File: src/rtl/parity_share_ctrl.sv
// Round-robin shared parity engine: folds the granted word CHUNK bits per cycle and
// answers over a valid/ready channel. Define PARITY_ERR_CNT_EN for the error counter.
`timescale 1ns/1ps
module parity_share_ctrl #(
  parameter int NREQ   = 4,
  parameter int DATA_W = 64,
  parameter int CHUNK  = 16
) (
  input  logic                     clock,
  input  logic                     resetN,
  input  logic [NREQ-1:0]          req,
  input  logic [NREQ*DATA_W-1:0]   req_data,
  input  logic [NREQ-1:0]          req_exp,
  output logic [NREQ-1:0]          gnt,
  output logic                     busy,
  output logic                     rsp_valid,
  input  logic                     rsp_ready,
  output logic [$clog2(NREQ)-1:0]  rsp_id,
  output logic                     rsp_parity,
  output logic                     rsp_err,
`ifdef PARITY_ERR_CNT_EN
  output logic [15:0]              err_count,
`endif
  output logic [1:0]               state_dbg
);

  localparam int IDW = $clog2(NREQ);
  localparam int K   = DATA_W / CHUNK;
  localparam int BW  = (K > 1) ? $clog2(K) : 1;

  typedef enum logic [1:0] {S_IDLE = 2'd0, S_GRANT = 2'd1, S_CALC = 2'd2, S_DONE = 2'd3} state_t;

  state_t            state_q, state_d;
  logic [IDW-1:0]    ptr_q, ptr_d;
  logic [IDW-1:0]    sel_q, sel_d;
  logic [DATA_W-1:0] word_q, word_d;
  logic              exp_q, exp_d;
  logic              acc_q, acc_d;
  logic [BW-1:0]     beat_q, beat_d;
  logic [IDW-1:0]    rsp_id_q, rsp_id_d;
  logic              par_q, par_d;
  logic              err_q, err_d;
  logic [IDW-1:0]    pick;
  logic              chunk_par;
  logic              fold;

  // First requester at or above p, wrapping past NREQ-1.
  function automatic logic [IDW-1:0] rr_pick(input logic [NREQ-1:0] r, input logic [IDW-1:0] p);
    logic [IDW-1:0] res;
    logic           found;
    int             idx;
    res   = '0;
    found = 1'b0;
    for (int i = 0; i < NREQ; i++) begin
      idx = int'(p) + i;
      if (idx >= NREQ) idx = idx - NREQ;
      if (!found && r[idx]) begin
        res   = IDW'(idx);
        found = 1'b1;
      end
    end
    return res;
  endfunction

  assign pick      = rr_pick(req, ptr_q);
  assign chunk_par = ^word_q[int'(beat_q)*CHUNK +: CHUNK];
  assign fold      = acc_q ^ chunk_par;

  // Handshake valid/ready: a response transfers on a cycle where rsp_valid && rsp_ready;
  // rsp_id/rsp_parity/rsp_err hold steady while rsp_valid is high and unaccepted.
  always_comb begin
    state_d  = state_q;
    ptr_d    = ptr_q;
    sel_d    = sel_q;
    word_d   = word_q;
    exp_d    = exp_q;
    acc_d    = acc_q;
    beat_d   = beat_q;
    rsp_id_d = rsp_id_q;
    par_d    = par_q;
    err_d    = err_q;
    case (state_q)
      S_IDLE: begin
        if (|req) begin
          sel_d   = pick;
          state_d = S_GRANT;
        end
      end
      S_GRANT: begin
        word_d  = req_data[int'(sel_q)*DATA_W +: DATA_W];
        exp_d   = req_exp[sel_q];
        acc_d   = 1'b0;
        beat_d  = '0;
        ptr_d   = (int'(sel_q) == NREQ - 1) ? '0 : sel_q + 1'b1;
        state_d = S_CALC;
      end
      S_CALC: begin
        acc_d  = fold;
        beat_d = beat_q + 1'b1;
        if (beat_q == BW'(K - 1)) begin
          par_d    = fold;
          err_d    = fold != exp_q;
          rsp_id_d = sel_q;
          state_d  = S_DONE;
        end
      end
      S_DONE: begin
        // Arbitration happens in the handshake cycle so back-to-back requests cost
        // K+2 cycles each; the new gnt still appears only in the following cycle.
        if (rsp_ready) begin
          if (|req) begin
            sel_d   = pick;
            state_d = S_GRANT;
          end else begin
            state_d = S_IDLE;
          end
        end
      end
      default: state_d = S_IDLE;
    endcase
  end

  always_ff @(posedge clock) begin
    if (!resetN) begin
      state_q  <= S_IDLE;
      ptr_q    <= '0;
      sel_q    <= '0;
      word_q   <= '0;
      exp_q    <= 1'b0;
      acc_q    <= 1'b0;
      beat_q   <= '0;
      rsp_id_q <= '0;
      par_q    <= 1'b0;
      err_q    <= 1'b0;
    end else begin
      state_q  <= state_d;
      ptr_q    <= ptr_d;
      sel_q    <= sel_d;
      word_q   <= word_d;
      exp_q    <= exp_d;
      acc_q    <= acc_d;
      beat_q   <= beat_d;
      rsp_id_q <= rsp_id_d;
      par_q    <= par_d;
      err_q    <= err_d;
    end
  end

  always_comb begin
    gnt = '0;
    if (state_q == S_GRANT) gnt[sel_q] = 1'b1;
  end

  assign busy       = state_q != S_IDLE;
  assign rsp_valid  = state_q == S_DONE;
  assign rsp_id     = rsp_id_q;
  assign rsp_parity = par_q;
  assign rsp_err    = err_q;
  assign state_dbg  = state_q;

`ifdef PARITY_ERR_CNT_EN
  logic [15:0] cnt_q, cnt_d;

  always_comb begin
    cnt_d = cnt_q;
    if (state_q == S_DONE && rsp_ready && err_q && cnt_q != 16'hFFFF) cnt_d = cnt_q + 16'd1;
  end

  always_ff @(posedge clock) begin
    if (!resetN) cnt_q <= '0;
    else         cnt_q <= cnt_d;
  end

  assign err_count = cnt_q;
`endif

endmodule
File: config.mk
export PLATFORM = sky130hd
export DESIGN_NAME = parity_share_ctrl
export DESIGN_NICKNAME = d
export VERILOG_FILES = /design/src/rtl/parity_share_ctrl.sv
export SDC_FILE = /design/constraint.sdc
export NUM_CORES = 1
export LEC_CHECK = 0
export ABC_CLOCK_PERIOD_IN_PS = 4400
export CORE_ASPECT_RATIO = 0.5
export CORE_UTILIZATION = 40
export CTS_CLUSTER_SIZE = 8
export DETAILED_ROUTE_END_ITERATION = 8
export PLACE_DENSITY = 0.81
export SLEW_MARGIN = 25
export SYNTH_ARGS = -nofsm -noshare
export SYNTH_HDL_FRONTEND = slang
export SYNTH_SLANG_ARGS = --single-unit
export TNS_END_PERCENT = 5
File: constraint.sdc
create_clock -name clock -period 4.4 [get_ports clock]
set_input_delay 0.66 -clock clock [delete_from_list [all_inputs] [get_ports clock]]
set_output_delay 0.66 -clock clock [all_outputs]
set_load 0.02 [all_outputs]
==> results.cfg, run 1 <==
[final_layout]
final_nets = 986
drive_above_1_share_pct = 12.9
utilization_pct = 66.7
area.growth.synth_to_final_pct = 60.1
antenna-diode-count = 0
finalInstanceArea_um2 = 8560
layout_commonest_cell = clkdlybuf4s50_1
layout_common_cells = 277 x clkdlybuf4s50_1, 76 x dfxtp_1, 71 x mux2i_1, 71 x nor2b_1, 69 x mux4_2

[floorplanning]
start_util_pct = 41.7
die_h_um = 83.8
coreArea_um2 = 12800
die_width_um = 166
design.die.area_um2 = 13900
io_pins = 279
rows = 29

[clock_network]
cts_tree = yes
clock_latency_ps = 330
cts_hold_buf = 0
root_buffer = clkbuf_16
clkSinkCount = 78
max-clock-path-buffers = 2
post_cts_buffers = 0
cts_buffers = 9
cts_resized = 0
h-tree-depth = 3
clk_pin_slew_ps = 60

[sta]
fin_skew_ps = 4.24
period_share_pct = 63.5
hold_slack_ps = 457
relSlewSlack_pct = 46.3
min_period_ps = 2790
rsz0062_at_grt = false
setup_viol = 0
drv_slew = 0
tns_ps = 0
tightest_slew_ps = 806
hold_viol_final = 0
fmax_mhz = 358

[synth]
ys_seq_area_share_pct = 29.2
synthCells = 451
synth_top_area_cell = dfxtp_1
ys_seq_elements = 78
syn_area_um2 = 5350
synth.avg_cell_area_um2 = 11.9
ys_top_cells_by_area = dfxtp_1 29%, mux4_2 29%, mux2i_1 13%
yosys.area.top_type_share_pct = 29.2
synth_cell_types = 39
yosys_warnings = 0
synth_nets = 728

[detailed_routing]
drc_errors = 22
num_vias = 4548
drt_pass1_iterations = 6
wire_per_inst_um = 17.6
vias_per_cell = 5.14
drtIter0Drc = 145
routed_wl_um = 15500
ant_nets = 0

[run_status]
status = complete, but fails checks
failed_checks = DRC

[setup_path]
endpoint_kind = output port
ff2ff_path_depth = 6
arrival_ps = 2130
path_cells = inv_1 -> ha_4 -> and2_1 -> clkdlybuf4s50_1
cpPeakStageDelay_ps = 600
slowest_stage = clkdlybuf4s50_1
required_ps = 3740
rr_endpoint = rsp_parity
timing.rr.start = beat_q[0]
r2r_slack_ps = 1930
start_kind = flip-flop
path_class = flip-flop to output port
cp_max_fo = 29

[power_and_ir_drop]
peakVddDrop_mv = 0.273
p_switching_mw = 1.37
sw_frac_of_total_pct = 34.4
comb_power_share_pct = 52.4
power_density_nw_per_um2 = 466
p_total_mw = 3.99
power.leakage_nw = 2.97
internal_power_mw = 2.61
p_clk_share_pct = 19.8
p_seq_share_pct = 27.7

[hold_path]
min_path_type = flip-flop to flip-flop
holdPathStages = 2
hold-path-endpoint = rsp_parity
hold_start = rsp_parity

[placed_design]
io_buffer_count = 278
place_area_um2 = 8250
routabilityCongestion = 0.797
dp_hpwl_um = 12300

[global_route]
overflow = 0
gr-usage-all-layers_pct = 22.6
grt_pass1_vias = 4742
grt_max_degree = 81
grt_pass1_wl_um = 23900
antenna_found_initial = 0

[job]
maxCapViolations = 0
-- power groups by stage --
stage               Sequential, mW  Clock (mW)  Combinational, mW
floorplan                     1.03           0               1.55
global placement              1.11           0               2.05
detailed placement            1.12           0               2.09
CTS                           1.11       0.806               2.10
global route                  1.14       0.836               2.24
finish                        1.11       0.790               2.09
-- routing by layer --
layer	global-route usage, %	up-vias	share of wire (%)
li1	-	2174	-
met3	4.97	28	6.8
met4	5.70	0	2.0
met5	0	-	0
met2	39.4	147	50
met1	28.3	2199	41
-- Yosys cell counts --
| cell type | instances |
|---|---|
| a21boi_0 | 4 |
| nand2b_1 | 2 |
| nand3b_1 | 1 |
| o211ai_1 | 2 |
| dfxtp_1 | 78 |
| a221o_1 | 1 |
| xnor2_2 | 2 |
| nor4_1 | 1 |
| o2bb2ai_1 | 1 |
| nand3_1 | 3 |
| nand2_1 | 10 |
| buf_6 | 1 |
| and2_1 | 6 |
| or2b_1 | 1 |
| xnor3_1 | 1 |
| clkbuf_1 | 19 |
| o21a_1 | 1 |
| buf_1 | 11 |
| a21oi_1 | 7 |
| or3_1 | 1 |
| a22o_1 | 1 |
| o21ai_0 | 4 |
| mux2i_1 | 71 |
| clkbuf_2 | 1 |
| nor3b_1 | 1 |
| o2111a_1 | 1 |
| a31oi_1 | 1 |
| inv_1 | 10 |
| buf_2 | 2 |
| nor2_1 | 7 |
| mux4_2 | 69 |
| xor2_1 | 8 |
| o2111ai_1 | 1 |
| o21ai_1 | 2 |
| o22ai_1 | 3 |
| nor2b_1 | 71 |
| ha_1 | 10 |
| xnor2_1 | 33 |
| nor3_1 | 2 |
-- stage by stage --
stage,setup slack [ps],instances
6_report,1610,884
5_1_grt,1500,884
4_1_cts,1590,884
3_5_place_dp,1910,868
3_3_place_gp,1950,868
2_1_floorplan,2100,451
-- cells by family (layout without fill, tap and decap cells) --
kind of cell | after synthesis | in the layout | synth area share (%)
flops | 78 | 78 | 29.2
compound gates | 29 | 29 | 3.55
mux | 140 | 140 | 42.3
simple gates | 106 | 106 | 11.6
fa+ha+maj | 10 | 10 | 2.34
buf+inv | 44 | 307 | 3.30
xor+xnor | 44 | 44 | 7.74
-- how the worst max path moves through the flow --
| stage | depth (start not counted) | slack [ps] | from | endpoint |
|---|---|---|---|---|
| after floorplan | 6 | 2100 | sel_q[1] | gnt[0] |
| after detailed placement | 4 | 1910 | sel_q[0] | word_q[60] |
| after global routing | 4 | 1500 | sel_q[0] | gnt[0] |
| final | 4 | 1610 | state_dbg[1] | gnt[3] |
| after global placement | 4 | 1950 | sel_q[0] | word_q[61] |
| after CTS | 4 | 1590 | state_dbg[1] | gnt[3] |
-- area by class of cell --
| class | count | area (µm²) |
|---|---|---|
| clock buffer | 12 | 246 |
| clock inverter | 4 | 70.1 |
| fill | 1003 | 4280 |
| inverter | 10 | 37.5 |
| multi-input combinational | 329 | 3620 |
| sequential | 78 | 1570 |
| tap | 170 | 213 |
| timing repair buffer | 281 | 2800 |
-- state kept, by name (all words and copies together) (netlist names) --
name / cells
acc_q: 1
beat_q: 2
exp_q: 1
ptr_q: 2
rsp_err: 1
rsp_id: 2
rsp_parity: 1
sel_q: 2
state_dbg: 2
word_q: 64
-- critical path, delay by kind of cell, from the launching register on --
| family | cells | cell delay (ps) |
|---|---|---|
| buffers and inverters | 2 | 760 |
| flip-flops | 1 | 350 |
| adder cells (fa/ha/maj) | 1 | 490 |
| AND/OR/NAND/NOR | 1 | 200 |
Power figures use the tool's default switching activity.
==> run 2: changes to the inputs <==
Settings changed: ABC_CLOCK_PERIOD_IN_PS 4400 to 2300, CORE_UTILIZATION 40 to 37, PLACE_DENSITY 0.81 to 0.79.
Clock period 4.4 ns to 2.3 ns, I/O delays scaled along.
==> results.cfg, run 2 (synthesis results as in run 1) <==
[run_status]
status = complete, no violations

[final_layout]
utilization_pct = 62.4
regMostFlops = word_q
area.growth.synth_to_final_pct = 61.2
largest_reg_flops = 64
layout_common_cells = 277 x clkdlybuf4s50_1, 76 x dfxtp_1, 71 x mux2i_1, 71 x nor2b_1, 69 x mux4_2
fill_cells = 1135
layout_commonest_cell = clkdlybuf4s50_1
stdcell_count = 911
drive_above_1_share_pct = 13.6
final_nets = 993
finalInstanceArea_um2 = 8630
antenna-diode-count = 0

[power_and_ir_drop]
comb_power_share_pct = 56.1
p_seq_share_pct = 27.0
p_switching_mw = 2.59
peakVddDrop_mv = 0.576
p_total_mw = 7.41
power_density_nw_per_um2 = 859
p_clk_share_pct = 16.9
power.leakage_nw = 3.00
sw_frac_of_total_pct = 34.9
internal_power_mw = 4.82

[detailed_routing]
drc_errors = 0
vias_per_cell = 4.95
wire_per_inst_um = 17.1
drt_pass1_iterations = 4
ant_nets = 0
drtIter0Drc = 225
routed_wl_um = 15600
num_vias = 4513

[floorplanning]
coreArea_um2 = 13800
rows = 30
die_width_um = 172
start_util_pct = 38.7
die_h_um = 87.0
io_pins = 279
design.die.area_um2 = 15000

[clock_network]
clkSinkCount = 78
max-clock-path-buffers = 2
clock_latency_ps = 320
cts_tree = yes
clk_pin_slew_ps = 60
cts_hold_buf = 0
h-tree-depth = 3
cts_buffers = 9
root_buffer = clkbuf_16

[global_route]
antenna_found_initial = 0
grt_max_degree = 47
gr-usage-all-layers_pct = 20.8
grt_pass1_wl_um = 23800
overflow = 0
grt_pass1_vias = 4713

[setup_path]
endpoint_kind = flip-flop
start_kind = flip-flop
path_class = flip-flop to flip-flop
arrival_ps = 2440
cp_max_fo = 5
required_ps = 2560

[placed_design]
dp_hpwl_um = 12800
pre_cts_ws_ps = 53.3
place_area_um2 = 8360
routabilityCongestion = 0.765
io_buffer_count = 278
dp_cells = 897

[sta]
rsz0062_at_grt = false
tightest_slew_ps = 771
fin_ws_ps = 112
period_share_pct = 95.1
setup_viol = 0
tns_ps = 0
min_period_ps = 2190
relSlewSlack_pct = 48.6
fin_skew_ps = 4.99
hold_viol_final = 0
fmax_mhz = 457
hold_slack_ps = 473
drv_slew = 0

[hold_path]
min_path_type = flip-flop to flip-flop

[job]
maxCapViolations = 0
run 2: changes by cell type in the layout (fill, tap and decap cells not counted), sizes merged:
cell,change
buf,+7
bufinv,-2
run 2: final timing paths:
kind	to	depth (start not counted)	slack (ps)	startpoint
max reg2reg	acc_q	6	110	beat_q[0]
min reg2reg	rsp_id[1]	2	470	rsp_id[1]
max	acc_q	6	110	beat_q[0]
min	rsp_id[1]	2	470	rsp_id[1]
run 2: power by group through the flow:
stage | clock, mW | combinational, mW | sequential (mW)
2_1_floorplan | 0 | 2.97 | 1.96
3_3_place_gp | 0 | 4.06 | 2.01
3_5_place_dp | 0 | 4.15 | 2.03
4_1_cts | 1.27 | 4.17 | 2.00
5_1_grt | 1.34 | 4.49 | 2.04
6_report | 1.25 | 4.16 | 2.00
run 2: layer usage:
layer	track usage, %	routed length [µm]	up-vias
met2	36.7	8070	99
met5	0	0	-
li1	-	-	2186
met1	27.6	6800	2219
met3	2.86	594	9
met4	3.78	98	0
run 2: what timing repair did:
| action | 4_1_cts | 5_1_grt |
|---|---|---|
| resized for setup | 0 | 1 |
| hold endpoints to repair | 0 | 0 |
| endpoints found under the setup margin | 0 | 2 |
| buffers inserted | 0 | 0 |
run 2: worst max-delay path: stages (launching register included):
cell     delay [ps]
dfxtp_1         400
mux4_2          550
xnor2_2         160
xnor2_2         160
xnor2_2         220
xnor3_1         490
o21ai_1         150
run 2: final cells by class:
class	instances	area [µm²]	share of cell area, %
clock inverter	2	10.0	0.116
tap	192	240	2.79
sequential	78	1570	18.2
timing repair buffer	288	2890	33.5
inverter	10	37.5	0.435
clock buffer	12	246	2.86
multi-input combinational	329	3630	42.1
==> RTL edit: new RTL, flow settings as in run 1 <==
`word_q` no longer has a reset.
--- a/src/rtl/parity_share_ctrl.sv
+++ b/src/rtl/parity_share_ctrl.sv
@@ -125,7 +125,6 @@
       state_q  <= S_IDLE;
       ptr_q    <= '0;
       sel_q    <= '0;
-      word_q   <= '0;
       exp_q    <= 1'b0;
       acc_q    <= 1'b0;
       beat_q   <= '0;
@@ -136,7 +135,6 @@
       state_q  <= state_d;
       ptr_q    <= ptr_d;
       sel_q    <= sel_d;
-      word_q   <= word_d;
       exp_q    <= exp_d;
       acc_q    <= acc_d;
       beat_q   <= beat_d;
@@ -144,6 +142,10 @@
       par_q    <= par_d;
       err_q    <= err_d;
     end
+  end
+
+  always_ff @(posedge clock) begin
+    word_q <= word_d;
   end
 
   always_comb begin
Behaviour: no difference found for any inputs over 4 cycles, from zero or initial values and one cycle with resetN low; that may be too few to reach the edited logic, so the function may still have changed.
==> RTL edit against run 1 <==
- worst setup slack worse by 0.19 ns
- power down 4.5%
- largest power group unchanged
- core utilization is 2.1 points higher
- routed wire length decreased by 12%
- final area decreased by 5.0%
- sequential cell count is the same
- clock power shrank 0.6%
- synthesized area down 8.8%
==> RTL edit: results <==
set metrics [dict create \
    status "finished clean" \
    tightest_slew_ns 0.881 \
    vias_per_cell 5.09 \
    drt_iter0_drc 180 \
    synth_nets 583 \
    cts-root-buf "clkbuf_16" \
    ys_types 39 \
    netlist_top_cells_count "69 x mux4_2, 64 x edfxtp_1, 33 x xnor2_1" \
    path_max_fanout 42 \
    post-route-cell-area_um2 8140 \
    ys_seq_area_share_pct 45.1 \
    use_met2_pct 40.4 \
    first_pass_iters 4 \
    layout-drive-gt1-share_pct 15.8 \
    slowest_delay_ns 0.85 \
    synth_edf_count 64 \
    ys_top_cells_by_area "edfxtp_1 39%, mux4_2 32%, xnor2_1 5.9%, dfxtp_1 5.7%, ha_1 2.3%" \
    met3_usage_pct 4.64 \
    arrival_ns 2.32 \
    clk_pin_slew_ns 0.06 \
    cp_top_family "flip-flops" \
    peakVddDrop_uv 346 \
    grt_first_pass_wirelength_um 20700 \
    dp_hpwl_um 11100 \
    met1_usage_pct 27.3 \
    clk-insertion-delay-late_ns 0.33 \
    dp_slack_ns 1.69 \
    post_dp_cell_area_um2 7820 \
    drt_wl_total_um 13700 \
    routabilityCongestion 0.801 \
    fillers 888 \
    power.leakage_uw 0.00269 \
    grt_max_degree 68 \
    cp_slowest_cell "dfxtp_4" \
    grt_pass1_vias 4013 \
    track_usage_pct 22.4 \
    final_nets 855 \
    worst_clock_skew_ns 0.00726 \
]
[RTL edit: cell types whose count changed after synthesis]
cell	delta
clkbuf_2	-1
dfxtp_1	-64
buf_1	-1
nor2b_1	-64
mux2i_1	-64
edfxtp_1	+64
clkbuf_1	-13
inv_1	-1
buf_2	+1
ha_1	-1
[RTL edit: cell families (layout without fill, tap and decap cells)]
family	count (synthesis)	count (layout)	share of synthesized area [%]
mux	76	76	33.3
compound gates	29	29	3.90
flops	78	78	45.1
fa+ha+maj	9	9	2.31
simple gates	42	42	4.46
xor+xnor	44	44	8.49
buf+inv	29	306	2.46
[RTL edit: stage by stage]
stage | total power, uW | std cells
finish | 3810 | 749
floorplan | 2470 | 307
CTS | 3850 | 749
global route | 4020 | 749
global placement | 3010 | 733
detailed placement | 3050 | 733
[RTL edit: where the power goes]
group / leakage (uW) / total (uW) / switching [uW] / internal (uW)
clock network: 0.000149 / 785 / 293 / 492
registers: 0.000716 / 1330 / 186 / 1140
logic: 0.00182 / 1690 / 721 / 972
total: 0.00269 / 3810 / 1200 / 2610
[RTL edit: path summary, 6_finish.rpt]
check                           slack [ns]          to  cells past startpoint  startpoint
worst max-delay path                  1.42      gnt[2]                      4    sel_q[0]
worst min register to register        0.45  rsp_parity                      2  rsp_parity
worst min-delay path                  0.45  rsp_parity                      2  rsp_parity
worst max register to register        1.95       acc_q                      6   beat_q[0]
[RTL edit: metal layers]
layer,wire [um],up-vias
met2,7430,115
met5,0,-
met1,5540,1895
li1,-,1784
met4,218,0
met3,545,18
[RTL edit: cell type report]
class	count	share of cell area [%]
multi-input combinational	200	31.6
clock inverter	7	1.09
timing repair buffer	281	34.5
inverter	9	0.415
tap	165	2.54
sequential	78	27.1
clock buffer	9	2.77
